## config.mk

```make
export PLATFORM = sky130hd
export DESIGN_NAME = dp_muxnds_skid
export DESIGN_NICKNAME = d
export VERILOG_FILES = /design/src/rtl/dp_muxnds_skid_pkg.sv /design/src/rtl/dp_muxnds_skid_dec.sv /design/src/rtl/dp_muxnds_skid.sv
export SDC_FILE = /design/constraint.sdc
export NUM_CORES = 1
export LEC_CHECK = 0
export ABC_CLOCK_PERIOD_IN_PS = 2400
export BUFFER_PORTS_ARGS = -buffer_cell sky130_fd_sc_hd__clkbuf_2
export CORE_AREA = 2 2 39 41
export DETAILED_ROUTE_END_ITERATION = 16
export DIE_AREA = 0 0 41 43
export GPL_TIMING_DRIVEN = 0
export PLACE_DENSITY = 0.74
export REMOVE_ABC_BUFFERS = 1
export SYNTH_ARGS = -nofsm -noshare
export SYNTH_HDL_FRONTEND = slang
export SYNTH_SLANG_ARGS = --single-unit
```

## constraint.sdc

```tcl
create_clock -name clk -period 2.4 [get_ports clk]
set_input_delay 0.24 -clock clk [delete_from_list [all_inputs] [get_ports clk]]
set_output_delay 0.24 -clock clk [all_outputs]
set_load 0.02 [all_outputs]
```

## src/rtl/dp_muxnds_skid_pkg.sv

```systemverilog
// dp_muxnds_skid_pkg
//   Shared definitions for the decoded-select skid mux: buffer state
//   encodings and the supported range of the NUM_IN parameter.
package dp_muxnds_skid_pkg;

    typedef enum logic [1:0] {
        ST_EMPTY = 2'd0,
        ST_ONE   = 2'd1,
        ST_TWO   = 2'd2
    } skid_state_t;

    localparam int NUM_IN_MIN = 2;
    localparam int NUM_IN_MAX = 16;

endpackage

```

## src/rtl/dp_muxnds_skid_dec.sv

```systemverilog
// dp_onecold_dec
//   Combinational N-way mux driven by active-low one-cold selects.
//   Flags any select code that does not have exactly one bit at 0.
//   Optional macro DP_MUXNDS_XPROP_EN: illegal codes produce X data
//   (except all-ones selects over identical inputs, which produce that
//   common value); otherwise illegal codes produce all-zeros.
// Ports:
//   sel_l    in   NUM_IN        active-low decoded selects
//   in_data  in   NUM_IN*SIZE   input k at [k*SIZE +: SIZE]
//   dout     out  SIZE          selected word
//   illegal  out  1             select code is not one-cold
module dp_onecold_dec #(
    parameter int SIZE   = 1,
    parameter int NUM_IN = 4
) (
    input  logic [NUM_IN-1:0]      sel_l,
    input  logic [NUM_IN*SIZE-1:0] in_data,
    output logic [SIZE-1:0]        dout,
    output logic                   illegal
);

    logic [NUM_IN-1:0] sel_h;
    logic [SIZE-1:0]   mux_or;

    assign sel_h = ~sel_l;

    // One-hot test on the active-high form: nonzero and no second bit set.
    assign illegal = (sel_h == '0) || ((sel_h & (sel_h - NUM_IN'(1))) != '0);

    always_comb begin
        mux_or = '0;
        for (int k = 0; k < NUM_IN; k++) begin
            if (!sel_l[k]) mux_or = mux_or | in_data[k*SIZE +: SIZE];
        end
    end

`ifdef DP_MUXNDS_XPROP_EN
    logic all_same;

    always_comb begin
        all_same = 1'b1;
        for (int k = 1; k < NUM_IN; k++) begin
            if (in_data[k*SIZE +: SIZE] != in_data[SIZE-1:0]) all_same = 1'b0;
        end
    end

    always_comb begin
        if (!illegal)
            dout = mux_or;
        else if ((&sel_l) && all_same)
            dout = in_data[SIZE-1:0];
        else
            dout = {SIZE{1'bx}};
    end
`else
    assign dout = illegal ? '0 : mux_or;
`endif

endmodule

```

## src/rtl/dp_muxnds_skid.sv

```systemverilog
// dp_muxnds_skid
//   N-way one-cold mux with a registered output behind a 2-entry skid
//   buffer (valid/ready both sides), plus illegal-select tracking with a
//   sticky flag and a saturating counter.
//   Optional macro DP_MUXNDS_XPROP_EN selects X data for illegal selects
//   (see dp_onecold_dec); error tracking is unaffected.
// Ports:
//   clk, rst          clock, synchronous active-high reset
//   in_data, sel_l    mux inputs and active-low selects
//   in_vld / in_rdy   upstream handshake (in_rdy is a flop)
//   dout / dout_vld   registered output and its valid
//   dout_rdy          downstream ready
//   sel_err           sticky illegal-select flag
//   sel_err_cnt       saturating illegal-select count
//   err_clr           clears sel_err and sel_err_cnt
module dp_muxnds_skid
    import dp_muxnds_skid_pkg::*;
#(
    parameter int SIZE   = 1,
    parameter int NUM_IN = 4,
    parameter int CNT_W  = 4
) (
    input  logic                   clk,
    input  logic                   rst,
    input  logic [NUM_IN*SIZE-1:0] in_data,
    input  logic [NUM_IN-1:0]      sel_l,
    input  logic                   in_vld,
    output logic                   in_rdy,
    output logic [SIZE-1:0]        dout,
    output logic                   dout_vld,
    input  logic                   dout_rdy,
    output logic                   sel_err,
    output logic [CNT_W-1:0]       sel_err_cnt,
    input  logic                   err_clr
);

    if (NUM_IN < NUM_IN_MIN || NUM_IN > NUM_IN_MAX) begin : g_bad_num_in
        $error("dp_muxnds_skid: NUM_IN out of supported range");
    end

    skid_state_t      state, state_nxt;
    logic [SIZE-1:0]  main_q, main_nxt;
    logic [SIZE-1:0]  skid_q, skid_nxt;
    logic             rdy_q, rdy_nxt;
    logic             err_q, err_nxt;
    logic [CNT_W-1:0] cnt_q, cnt_nxt;

    logic [SIZE-1:0]  mux_val;
    logic             mux_illegal;
    logic             accept, xfer;

    dp_onecold_dec #(.SIZE(SIZE), .NUM_IN(NUM_IN)) u_dec (
        .sel_l   (sel_l),
        .in_data (in_data),
        .dout    (mux_val),
        .illegal (mux_illegal)
    );

    assign in_rdy      = rdy_q;
    assign dout        = main_q;
    assign dout_vld    = (state != ST_EMPTY);
    assign sel_err     = err_q;
    assign sel_err_cnt = cnt_q;

    assign accept = in_vld && rdy_q;
    assign xfer   = dout_vld && dout_rdy;

    // Buffer control
    always_comb begin
        state_nxt = state;
        main_nxt  = main_q;
        skid_nxt  = skid_q;
        rdy_nxt   = rdy_q;
        case (state)
            ST_EMPTY: begin
                if (accept) begin
                    state_nxt = ST_ONE;
                    main_nxt  = mux_val;
                end
            end
            ST_ONE: begin
                if (accept && !xfer) begin
                    state_nxt = ST_TWO;
                    skid_nxt  = mux_val;
                    rdy_nxt   = 1'b0;
                end else if (accept) begin
                    main_nxt  = mux_val;
                end else if (xfer) begin
                    state_nxt = ST_EMPTY;
                end
            end
            ST_TWO: begin
                // in_rdy is low here, so nothing can be accepted.
                if (xfer) begin
                    state_nxt = ST_ONE;
                    main_nxt  = skid_q;
                    rdy_nxt   = 1'b1;
                end
            end
            default: begin
                state_nxt = ST_EMPTY;
                rdy_nxt   = 1'b1;
            end
        endcase
    end

    // Error tracking: a clear is applied first, then a coincident illegal
    // accept counts on top of the cleared value.
    always_comb begin
        err_nxt = err_clr ? 1'b0 : err_q;
        cnt_nxt = err_clr ? '0   : cnt_q;
        if (accept && mux_illegal) begin
            err_nxt = 1'b1;
            if (cnt_nxt != {CNT_W{1'b1}}) cnt_nxt = cnt_nxt + CNT_W'(1);
        end
    end

    always_ff @(posedge clk) begin
        if (rst) begin
            state  <= ST_EMPTY;
            main_q <= '0;
            skid_q <= '0;
            rdy_q  <= 1'b1;
            err_q  <= 1'b0;
            cnt_q  <= '0;
        end else begin
            state  <= state_nxt;
            main_q <= main_nxt;
            skid_q <= skid_nxt;
            rdy_q  <= rdy_nxt;
            err_q  <= err_nxt;
            cnt_q  <= cnt_nxt;
        end
    end

endmodule

```

==> Yosys cells after proc, flatten, opt, wreduce, memory -nomap -nowiden <==
Cells that the tools add are included.
{ "word_totals": {"in_bits": 13, "word_cells": 62, "reg_bits": 10} }
{ "classes": {"add_sub_neg": 2, "n_eq_ne": 9, "muxes": 23, "reduce_logical": 16, "bitwise": 6} }
{ "op_table": {"columns": ["op", "n"], "rows": [
  ["$mux W1", 12],
  ["$mux W4", 3],
  ["$mux W2", 5],
  ["$ne A2 B2 Y1 const B", 4],
  ["$ne A3 B3 Y1 const B", 2],
  ["$pmux W1 S3", 2],
  ["$pmux W2 S3", 1],
  ["$reduce_and A3 Y1", 2],
  ["$add A4 B1 Y4 const B", 1],
  ["$and A4 B4 Y4", 1],
  ["$logic_and A1 B1 Y1", 4],
  ["$logic_not A4 Y1", 1],
  ["$ne A4 B4 Y1 const B", 1],
  ["$not A4 Y4", 1],
  ["$reduce_and A4 Y1", 1],
  ["$reduce_bool A2 Y1", 2],
  ["$reduce_bool A4 Y1", 1],
  ["$sub A4 B1 Y4 const B", 1],
  ["$or A1 B1 Y1", 3],
  ["$reduce_bool A3 Y1", 1],
  ["$eq A2 B1 Y1 const B", 1],
  ["$eq A2 B2 Y1 const B", 1],
  ["$logic_not A2 Y1", 1],
  ["$reduce_and A2 Y1", 1],
  ["3 further kinds", 3]
]} }

==> Logic depth before layout (Yosys ltp) <==
Gate-level depths: netlist of run 1.
{ "logic_depth": {"word_depth": 11, "mapped_depth": 5} }

==> Modules after synthesis <==
Synthesis of run 1 repeated with hierarchy kept, for this count alone.
{ "hier_totals": {"hier_cells": 67, "hier_area_um2": 540.5} }
{ "modules_own_cells": {"columns": ["mod", "seq_area_each_um2", "area_per_inst_um2", "n_inst", "cells_each"], "rows": [
  ["dp_muxnds_skid", 200.2, 459.2, 1, 54],
  ["dp_onecold_dec", 0.0, 81.3, 1, 13]
]} }

==> Worst setup path before layout of run 1 <==
Ideal clock, no wire load.
{ "synth_path": {"path_kind": "reg2reg", "startpoint": "reg cnt_q[1] (netlist: sel_err_cnt[1])", "endpoint": "reg cnt_q[0] (netlist: sel_err_cnt[0])", "path_stages_with_launch": 6, "n_path_buf": 0, "period_less_slack_ns": 1.576, "t_required_ns": 2.330, "t_arrival_ns": 1.506, "path_slack_ns": 0.824, "cell_sequence": "dfxtp_1 -> nor2b_1 -> ha_1 -> a311o_1 -> or3_1 -> a21oi_1"} }
{ "synth_between": {"elab_chain_len": 4} }
{ "synth_lines": {"columns": ["item", "line", "text"], "rows": [
  ["start: declaration", "dp_muxnds_skid.sv:46", "logic [CNT_W-1:0] cnt_q, cnt_nxt;"],
  ["start signal: assignment", "dp_muxnds_skid.sv:132", "cnt_q <= cnt_nxt;"],
  ["$mux W4", "dp_muxnds_skid.sv:111", "cnt_nxt = err_clr ? '0 : cnt_q;"],
  ["$ne A4 B4 Y1", "dp_muxnds_skid.sv:114", "if (cnt_nxt != {CNT_W{1'b1}}) cnt_nxt = cnt_nxt + CNT_W'(1);"],
  ["$mux W4", "dp_muxnds_skid.sv:114", null],
  ["$mux W4", "dp_muxnds_skid.sv:112", "if (accept && mux_illegal) begin"]
]} }
Every way passes these cells.
A chain may end at the register's enable or synchronous reset.

==> Final worst setup path of run 1 <==
Ends and elaborated chain as after synthesis.

==> results of run 1 <==
logic make-up (layout without fill, tap and decap cells):
logic type | after synthesis | after routing
adders and majority gates | 1 | 1
xor gates and xnor gates | 2 | 2
muxes | 1 | 1
and+or+nand+nor | 33 | 33
AOI/OAI and AO/OA | 25 | 25
buffers and inverters | 4 | 27
DFF | 10 | 10
critical path: stages (launching register included):
cell     delay [ps]
dfxtp_1         320
nor2b_1         140
ha_1            240
a311o_1         360
or3_1           310
a21oi_1         140
per-stage QoR:
stage	cells	util	cell area [um2]	setup slack, ps	hold WS [ps]
after global routing	115	0.566	783	752	235
after CTS	115	0.566	783	818	223
after floorplan	75	-	627	825	309
after detailed placement	111	0.540	747	839	451
after global placement	111	0.540	747	842	447
final	115	0.566	783	820	228
synthesized netlist by cell type (all sizes together), types with 2 or more instances:
library cell / count / area share
dfxtp: 10 / 0.32
nor2b: 9 / 0.089
a21oi: 6 / 0.048
nand2: 5 / 0.030
nand2b: 4 / 0.040
inv: 3 / 0.018
nor3: 3 / 0.024
o211ai: 3 / 0.036
o21ai: 3 / 0.024
a311oi: 2 / 0.028
a31oi: 2 / 0.020
nand4: 2 / 0.020
nand4b: 2 / 0.028
nor2: 2 / 0.012
final cells by class:
cell class | instances | area (um2)
fillers | 142 | 601
flip-flops and latches | 10 | 200
inverters | 3 | 11.3
multi-input cells | 62 | 415
well taps | 16 | 20.0
repair buffers | 20 | 100
clock buffers | 4 | 36.3
sequential cells by signal, summed over array words and instances (netlist names):
register     count
dout             1
in_rdy           1
sel_err          1
sel_err_cnt      4
skid_q           1
state            2
where the power goes:
part / internal [mW] / switching (mW) / leakage (nW)
Sequential: 0.175 / 0.00824 / 0.0817
Combinational: 0.0403 / 0.0538 / 0.243
Clock: 0.0920 / 0.0599 / 0.0210
path summary, 6_finish.rpt:
check	endpoint	depth (start not counted)	start
min reg2reg	skid_q	2	skid_q
min	state[1]	2	dout_rdy
max reg2reg	sel_err_cnt[0]	5	sel_err_cnt[1]
max	sel_err_cnt[0]	5	sel_err_cnt[1]
per-layer routing:
layer  global-route usage  vias up
li1                     -      339
met1                0.233      304
met2                0.259       26
met3               0.0471        4
met4                0.120        0
met5                    0        -
==> summary.txt, run 1 <==
Power
  • P_leak: 0.346 nW
  • Pwr Density: between 500 and 600 nW/um2
  • Overall power: roughly 0.43 mW
  • Maximum vdd ir drop: between 400 and 500 uV

STA
  • RSZ-0062 raised after global routing: false
  • Total Neg Setup Slack: 0 ps
  • Final clock skew: slightly below 0.5 ps
  • Fin. max-slew vios: 0
  • Slew headroom: 0.789
  • Maximum clock frequency: 633 MHz
  • Final hold violations: 0
  • Final worst path period share: 0.659
  • Minimum clock period: between 1500 and 2000 ps
  • Final Setup Violations: 0
  • Tightest Pin Transition: roughly 310 ps

Drt
  • Drt total wl: 1400 um
  • DR DRC count: 0
  • Vias: 673
  • Via density per instance: 5.85
  • Met1 wire length: 625 um
  • Drt first-iter violations: 16
  • Routed length on met3: 87 um
  • Pre-antenna DRT Iters: 4
  • Drt wl/cell: 12.2 um
  • Post-DRT Antenna Nets: 0
  • Uppermost layer routed: met4
  • Met2 WL: 654 um

GRT
  • Tot GR Track Use: 0.183
  • First-pass GRT wire length: around 2200 um
  • Antenna violations before repair: 0
  • Vias in the first global route: just under 600
  • GRT overflow: 0
  • Largest net degree at the start of global routing: 9

Clocking
  • Clock Tree Root: clkbuf_4
  • Clock latency on the worst-skew pair: 260 ps
  • CTS buffer count: 3
  • CTS tree: yes
  • H-tree depth: 1
  • Post-CTS Hold Fix Bufs: 0
  • CTS clk-pin slew, worst paths: 70 ps
  • Clock sinks: 10
  • Longest Clk Path Bufs: 2
  • Post_cts resized: 0
  • # Post-CTS Setup Buffers: 0

Synth
  • Share of flip-flops with an asynchronous set or reset: 0
  • Post-synth EDFFs: 0
  • Primary FF master, synth: dfxtp_1
  • Adder-Cell Fraction of Synth Area: 0.0198
  • Avg Inst Size Synth: roughly 8.3 um2
  • FF+latch count, synth: 10
  • Post-synthesis cell type count: 34
  • Compound-cell area share of the yosys netlist: 0.276
  • Simple logic cell fraction of the synthesized area: 0.319
  • Synth Area in XOR/XNOR: 0.0278
  • Largest family of logic cells by synthesized area: simple AND/OR/NAND/NOR gates
  • Post-synthesis sequential area ratio: 0.317
  • Synth Cell Area: 631 um2
  • Post-synthesis mux area share: 0.0159
  • Yosys warns: 0
  • Post-synthesis instance total: 76

Worst setup path
  • R2R setup slack: 820 ps
  • Worst Setup End Kind: flop
  • Worst Path Arrival: 1780 ps
  • CP max FO: 4
  • Setup CP Type: flop to flop
  • Setup crit start kind: flop
  • Critical path data required time: about 2600 ps

Placement
  • RePlAce Congestion: 0.800
  • Port bufs: 20
  • Detailed placement HPWL: 1080 um

Layout
  • Layout cells sized above 1: 0.263
  • # nets final: 114
  • Commonest non-fill, non-tap cell in the layout: clkbuf_2
  • Most frequent cells in the layout: 20 x clkbuf_2, 10 x dfxtp_1, 9 x nor2b_1
  • P&R area growth vs syn: 24.2%
  • N_diodes: 0

Die
  • Die Width: 41 um
  • Placement Rows: 14
  • Initial core utilization: 0.456
  • Die height: about 43 um
  • Die ar.: 1760 um2
  • I/O pin count: 21
  • Core area: 1380 um2

Job
  • Max_cap viols: 0

Status
  • Status: finished clean

Min path
  • Worst hold-check path type: input port to flop
(Power assumes the default switching activity.)
==> inputs of run 2 (changes only) <==
ABC_CLOCK_PERIOD_IN_PS = 1700   (was 2400)
CORE_AREA = unset   (was 2 2 39 41)
CORE_UTILIZATION = 47   (was unset)
DIE_AREA = unset   (was 0 0 41 43)
PLACE_DENSITY = 0.73   (was 0.74)
clock period = 1.7 ns   (was 2.4 ns; I/O delays follow)
==> run 2 against run 1 <==
  * Global-route usage rose by 4.5 points
  * Non-clock buffer count did not move
  * Setup slack worse by 700 ps
  * Combinational power increased by 41%
  * Clock skew grew 2.3 ps
  * Power grew 42%
  * Core utilization is 10 points higher
==> summary.txt, run 2 (synthesis gave the netlist of run 1 again) <==
Status
  • Status: finished clean

Drt
  • Drt first-iter violations: 15 (-1)
  • Pre-antenna DRT Iters: 4 (unchanged)
  • Drt total wl: 1400 um (about the same)
  • Via density per instance: 5.71 (-2.5%)
  • Post-DRT Antenna Nets: 0 (unchanged)
  • Drt wl/cell: 12.4 um (+1.8%)
  • Vias: 645 (-4.2%)
  • DR DRC count: 0 (unchanged)

Layout
  • Fin area: 781 um2 (-0.32%)
  • Max reg flops: 4 (unchanged)
  • Layout cells sized above 1: 0.263 (unchanged)
  • P&R area growth vs syn: 23.8%
  • # nets final: 114 (unchanged)
  • Commonest non-fill, non-tap cell in the layout: clkbuf_2
  • N_diodes: 0 (unchanged)
  • Most frequent cells in the layout: 20 x clkbuf_2, 10 x dfxtp_1, 9 x nor2b_1

GRT
  • Tot GR Track Use: 0.228 (+0.0452)
  • Antenna violations before repair: 0 (unchanged)
  • Vias in the first global route: 535 (-7.8%)
  • GRT overflow: 0 (unchanged)
  • First-pass GRT wire length: 2300 um (+4.7%)
  • Largest net degree at the start of global routing: 9 (unchanged)

Die
  • Die height: 38.6 um (-10%)
  • Core area: 1170 um2 (-15%)
  • Die Width: 38.6 um (-5.8%)
  • I/O pin count: 21 (unchanged)
  • Placement Rows: 12 (-2)
  • Initial core utilization: 0.538 (+0.0828)
  • Die ar.: 1490 um2 (-15%)

Worst setup path
  • Setup CP Type: flop to flop
  • R2R setup slack: 120 ps (-700 ps)
  • Critical path cell sequence: nor2b_1 > ha_1 > a311o_1 > or3_1 > a21oi_1
  • Critical path data required time: 1900 ps (-700 ps)
  • Worst Reg2Reg Path Length in Cells: 5 (unchanged)
  • Setup crit start kind: flop
  • Worst reg2reg endpoint: sel_err_cnt[0]
  • Critical path origin: sel_err_cnt[1]
  • CP max FO: 4 (unchanged)
  • Worst Path Arrival: 1780 ps (about the same)
  • Setup crit end: sel_err_cnt[0]
  • Delay-heaviest family, CP: compound AO/OA/AOI/OAI gates
  • CP Depth: 5 (unchanged)
  • CP max stage delay: 370 ps (about the same)
  • Worst Setup End Kind: flop
  • Crit path max-delay cell type: a311o_1
  • R2R Path Start: sel_err_cnt[1]
  • Buf+Inv Stages, Crit Path: 0 (unchanged)

Clocking
  • H-tree depth: 1 (unchanged)
  • Clock sinks: 10 (unchanged)
  • CTS tree: yes
  • CTS buffer count: 3 (unchanged)
  • Clock latency on the worst-skew pair: 260 ps (about the same)
  • Post_cts resized: 0 (unchanged)
  • Post-CTS Hold Fix Bufs: 0 (unchanged)
  • CTS clk-pin slew, worst paths: 70 ps (about the same)
  • Longest Clk Path Bufs: 2 (unchanged)
  • # Post-CTS Setup Buffers: 0 (unchanged)
  • Clock Tree Root: clkbuf_4

Placement
  • Pre-CTS setup slack: 136 ps (-703 ps)
  • Post-DP Area: 744 um2 (-0.33%)
  • Port bufs: 20 (unchanged)
  • RePlAce Congestion: 0.764 (-4.5%)
  • Detailed placement HPWL: 1040 um (-3.7%)

Power
  • Pwr Density: 778 nW/um2 (+42%)
  • P_leak: 0.346 nW (unchanged)
  • Maximum vdd ir drop: 551 uV (+22%)

STA
  • Final clock skew: 2.77 ps (+2.28 ps)
  • RSZ-0062 raised after global routing: false
  • Fin worst setup slack: 124 ps (-695 ps)
  • Minimum clock period: 1580 ps (-4.52 ps)
  • Final hold violations: 0 (unchanged)
  • Total Neg Setup Slack: 0 ps (unchanged)
  • Maximum clock frequency: 635 MHz (+0.29%)
  • Final worst path period share: 0.927 (+0.269)
  • Final Setup Violations: 0 (unchanged)
  • Tightest Pin Transition: 367 ps (+53.1 ps)
  • Fin. max-slew vios: 0 (unchanged)
  • Slew headroom: 0.754 (-0.0357)

Job
  • Max_cap viols: 0 (unchanged)

Min path
  • Worst hold-check path type: input port to flop
-- run 2: cell counts in the layout (fill, tap and decap cells not counted) --
No cell type changed its count.
-- run 2: worst min path at each step --
stage	startpoint	to	slack (ps)	cells past startpoint
floorplan	rst	sel_err_cnt[0]	240	1
global placement	dout_rdy	state[1]	430	2
detailed placement	dout_rdy	state[1]	440	2
CTS	dout_rdy	state[1]	160	2
global route	dout_rdy	state[1]	170	2
finish	dout_rdy	state[1]	170	2
-- run 2: worst reg2reg max path, cell delays in order, from the launching register on --
cell	delay, ps
dfxtp_1	320
nor2b_1	140
ha_1	240
a311o_1	370
or3_1	320
a21oi_1	130
-- run 2: layout make-up --
type	count	area, um2
Tap cell	14	17.5
Inverter	3	11.3
Sequential cell	10	200
Timing Repair Buffer	20	100
Clock buffer	4	36.3
Fill cell	105	390
Multi-Input combinational cell	62	415
-- run 2: where the power goes --
part           switching [mW]  total, mW  internal [mW]
clock network          0.0865      0.216          0.130
logic                  0.0756      0.133         0.0570
registers              0.0116      0.259          0.247
-- run 2: stage by stage --
stage               hold slack [ps]  cells  total power, mW   util
floorplan                       239     75            0.346      -
global placement                430    109            0.393  0.636
detailed placement              438    109            0.396  0.636
CTS                             162    113            0.611  0.667
global route                    171    113            0.639  0.667
finish                          167    113            0.608  0.667
-- run 2: routing by layer --
metal / vias up / GRT usage / wire length (um)
met5: - / 0 / 0
met3: 4 / 0.0520 / 76
met1: 279 / 0.310 / 720
li1: 337 / - / -
met2: 25 / 0.350 / 586
met4: 0 / 0.0776 / 17
==> inputs of run 3 (changes only) <==
ABC_AREA = 1   (was unset)
==> run 3 against run 2 <==
  * Sequential power down 2%
  * Clock power up 2%
  * Final cell count up 21%
  * Die area increased by 0.36%
  * Critical endpoint unchanged
  * Highest routed layer unchanged
==> summary.txt, run 3 <==
Status
  • Status: finished clean

Synth
  • Largest family of logic cells by synthesized area: simple AND/OR/NAND/NOR gates
  • Area share of the largest cell type after synthesis: 0.316 (-0.00125)
  • Primary FF master, synth: dfxtp_1
  • Yosys warns: 0 (unchanged)
  • Post-synthesis cell type count: 20 (-41%)
  • Area leader, netlist: dfxtp_1
  • Avg Inst Size Synth: 6.33 um2 (-24%)
  • Compound-cell area share of the yosys netlist: 0.0929 (-0.183)
  • Post-synth EDFFs: 0 (unchanged)
  • Synth Area in XOR/XNOR: 0 (-0.0278)
  • Synth Cell Area: 633 um2 (+0.40%)
  • Post-synthesis instance total: 100 (+32%)
  • Simple logic cell fraction of the synthesized area: 0.427 (+0.107)
  • Top-count cell post-synth: nand2_1
  • Adder-Cell Fraction of Synth Area: 0.0198 (-0.0000784)
  • Post-synthesis sequential area ratio: 0.316 (-0.00125)
  • Share of flip-flops with an asynchronous set or reset: 0 (unchanged)
  • FF+latch count, synth: 10 (unchanged)
  • Synth top area cells: dfxtp_1 32%, nand2_1 20%, inv_1 7.7%, nor2_1 6.5%, nand3_1 4.7%
  • Synth top cells by count: 33 x nand2_1, 13 x inv_1, 11 x nor2_1
  • Post-synthesis mux area share: 0 (-0.0159)

STA
  • Final hold violations: 0 (unchanged)
  • RSZ-0062 raised after global routing: false
  • Minimum clock period: 1280 ps (-298 ps)
  • Fin. max-slew vios: 0 (unchanged)
  • Maximum clock frequency: 782 MHz (+23%)
  • Final worst path period share: 0.752 (-0.175)
  • Fin worst setup slack: 422 ps (+298 ps)
  • Slew headroom: 0.856 (+0.102)
  • Tightest Pin Transition: 214 ps (-152 ps)
  • Final hold slack: 181 ps (+14.1 ps)
  • Total Neg Setup Slack: 0 ps (unchanged)
  • Final Setup Violations: 0 (unchanged)
  • Final clock skew: 0.877 ps (-1.89 ps)

Drt
  • Pre-antenna DRT Iters: 4 (unchanged)
  • DR DRC count: 0 (unchanged)
  • Drt first-iter violations: 20 (+5)
  • Via density per instance: 4.85 (-15%)
  • Drt wl/cell: 9.32 um (-25%)
  • Drt total wl: 1280 um (-8.8%)
  • Vias: 665 (+3.1%)
  • Post-DRT Antenna Nets: 0 (unchanged)

Layout
  • Commonest non-fill, non-tap cell in the layout: nand2_1
  • Post-Route Utilization: 0.649 (-0.0182)
  • Filler cells: 111 (+5.7%)
  • # nets final: 138 (+21%)
  • Layout cells sized above 1: 0.276 (+0.0138)
  • Fin area: 759 um2 (-2.7%)
  • N_diodes: 0 (unchanged)
  • Max reg flops: 4 (unchanged)
  • Most frequent cells in the layout: 33 x nand2_1, 20 x clkbuf_2, 13 x inv_1
  • Layout Cells excl Fill: 137 (+21%)
  • P&R area growth vs syn: 20.0%

Worst setup path
  • Setup CP Type: flop to flop
  • Critical path data required time: 1860 ps (-40 ps)
  • Worst Setup End Kind: flop
  • Setup crit start kind: flop
  • CP max FO: 3 (-1)
  • Worst Path Arrival: 1440 ps (-340 ps)

Clocking
  • CTS buffer count: 3 (unchanged)
  • Post-CTS Hold Fix Bufs: 0 (unchanged)
  • H-tree depth: 1 (unchanged)
  • Clock sinks: 10 (unchanged)
  • Post_cts resized: 0 (unchanged)
  • CTS clk-pin slew, worst paths: 70 ps (about the same)
  • # Post-CTS Setup Buffers: 0 (unchanged)
  • Clock latency on the worst-skew pair: 270 ps (about the same)
  • Longest Clk Path Bufs: 2 (unchanged)
  • CTS tree: yes
  • Clock Tree Root: clkbuf_4

Die
  • Placement Rows: 12 (unchanged)
  • Die Width: 38.7 um (+0.18%)
  • I/O pin count: 21 (unchanged)
  • Initial core utilization: 0.541 (+0.00214)
  • Die height: 38.7 um (+0.18%)
  • Die ar.: 1500 um2 (+0.36%)
  • Core area: 1170 um2 (unchanged)

Power
  • Pwr Density: 775 nW/um2 (-0.38%)
  • Maximum vdd ir drop: 429 uV (-22%)
  • P_leak: 0.440 nW (+27%)
  • Overall power: 0.589 mW (-3.1%)

Placement
  • Port bufs: 20 (unchanged)
  • Detailed placement HPWL: 962 um (-7.1%)
  • RePlAce Congestion: 0.828 (+8.3%)
  • Placed cell count: 133 (+22%)
  • Pre-CTS setup slack: 443 ps (+307 ps)
  • Post-DP Area: 723 um2 (-2.9%)

GRT
  • Vias in the first global route: 553 (+3.4%)
  • Largest net degree at the start of global routing: 9 (unchanged)
  • First-pass GRT wire length: 1930 um (-16%)
  • Tot GR Track Use: 0.182 (-0.0455)
  • Antenna violations before repair: 0 (unchanged)
  • GRT overflow: 0 (unchanged)

Min path
  • Worst hold-check path type: input port to flop

Job
  • Max_cap viols: 0 (unchanged)
[run 3: cell types whose count changed in the layout (fill, tap and decap cells not counted), moves of 4 or more]
cell,previous run,this run
nand2b_1,4,0
inv_1,3,13
nor2b_1,9,0
nor2_1,2,11
nand3_1,0,6
nand2_1,5,33
[run 3: kinds of logic (layout without fill, tap and decap cells)]
kind of cell | Yosys count | after routing
flip-flops | 10 | 10
AND/OR/NAND/NOR | 60 | 60
adder cells (fa/ha/maj) | 1 | 1
AO/OA/AOI/OAI | 11 | 11
buffers and inverters | 18 | 41
[run 3: worst paths after layout]
kind                         end  slack, ps      startpoint  depth (start not counted)
hold reg to reg          sel_err        470         sel_err                          2
setup reg to reg  sel_err_cnt[0]        420  sel_err_cnt[1]                          7
hold / removal              dout        180             rst                          2
setup / recovery  sel_err_cnt[0]        420  sel_err_cnt[1]                          7
[run 3: metal layers]
layer | GRT usage | part of all wire | up-vias
li1 | - | - | 361
met1 | 0.221 | 0.49 | 279
met2 | 0.321 | 0.45 | 23
met3 | 0.0173 | 0.050 | 2
met4 | 0.0776 | 0.0070 | 0
met5 | 0 | 0 | -
[run 3: final cells by class]
class	instances	area (um2)	area share
clock buffer	4	36.3	0.0478
inverter	17	63.8	0.0840
multi-input combinational	72	342	0.450
sequential	10	200	0.264
tap	14	17.5	0.0231
timing repair buffer	20	100	0.132
[run 3: power breakdown]
part	total [mW]	switching, mW	leakage [nW]	internal (mW)
sequential	0.254	0.00851	0.0817	0.245
combinational	0.114	0.0729	0.337	0.0412
clock	0.221	0.0909	0.0210	0.130
[run 3: worst max-delay path: stages, from the launching register on]
cell,delay (ps)
dfxtp_1,360
nand2_1,80
inv_1,70
ha_1,190
nand3_1,150
nand3_2,140
nand2_1,50
and3_1,140
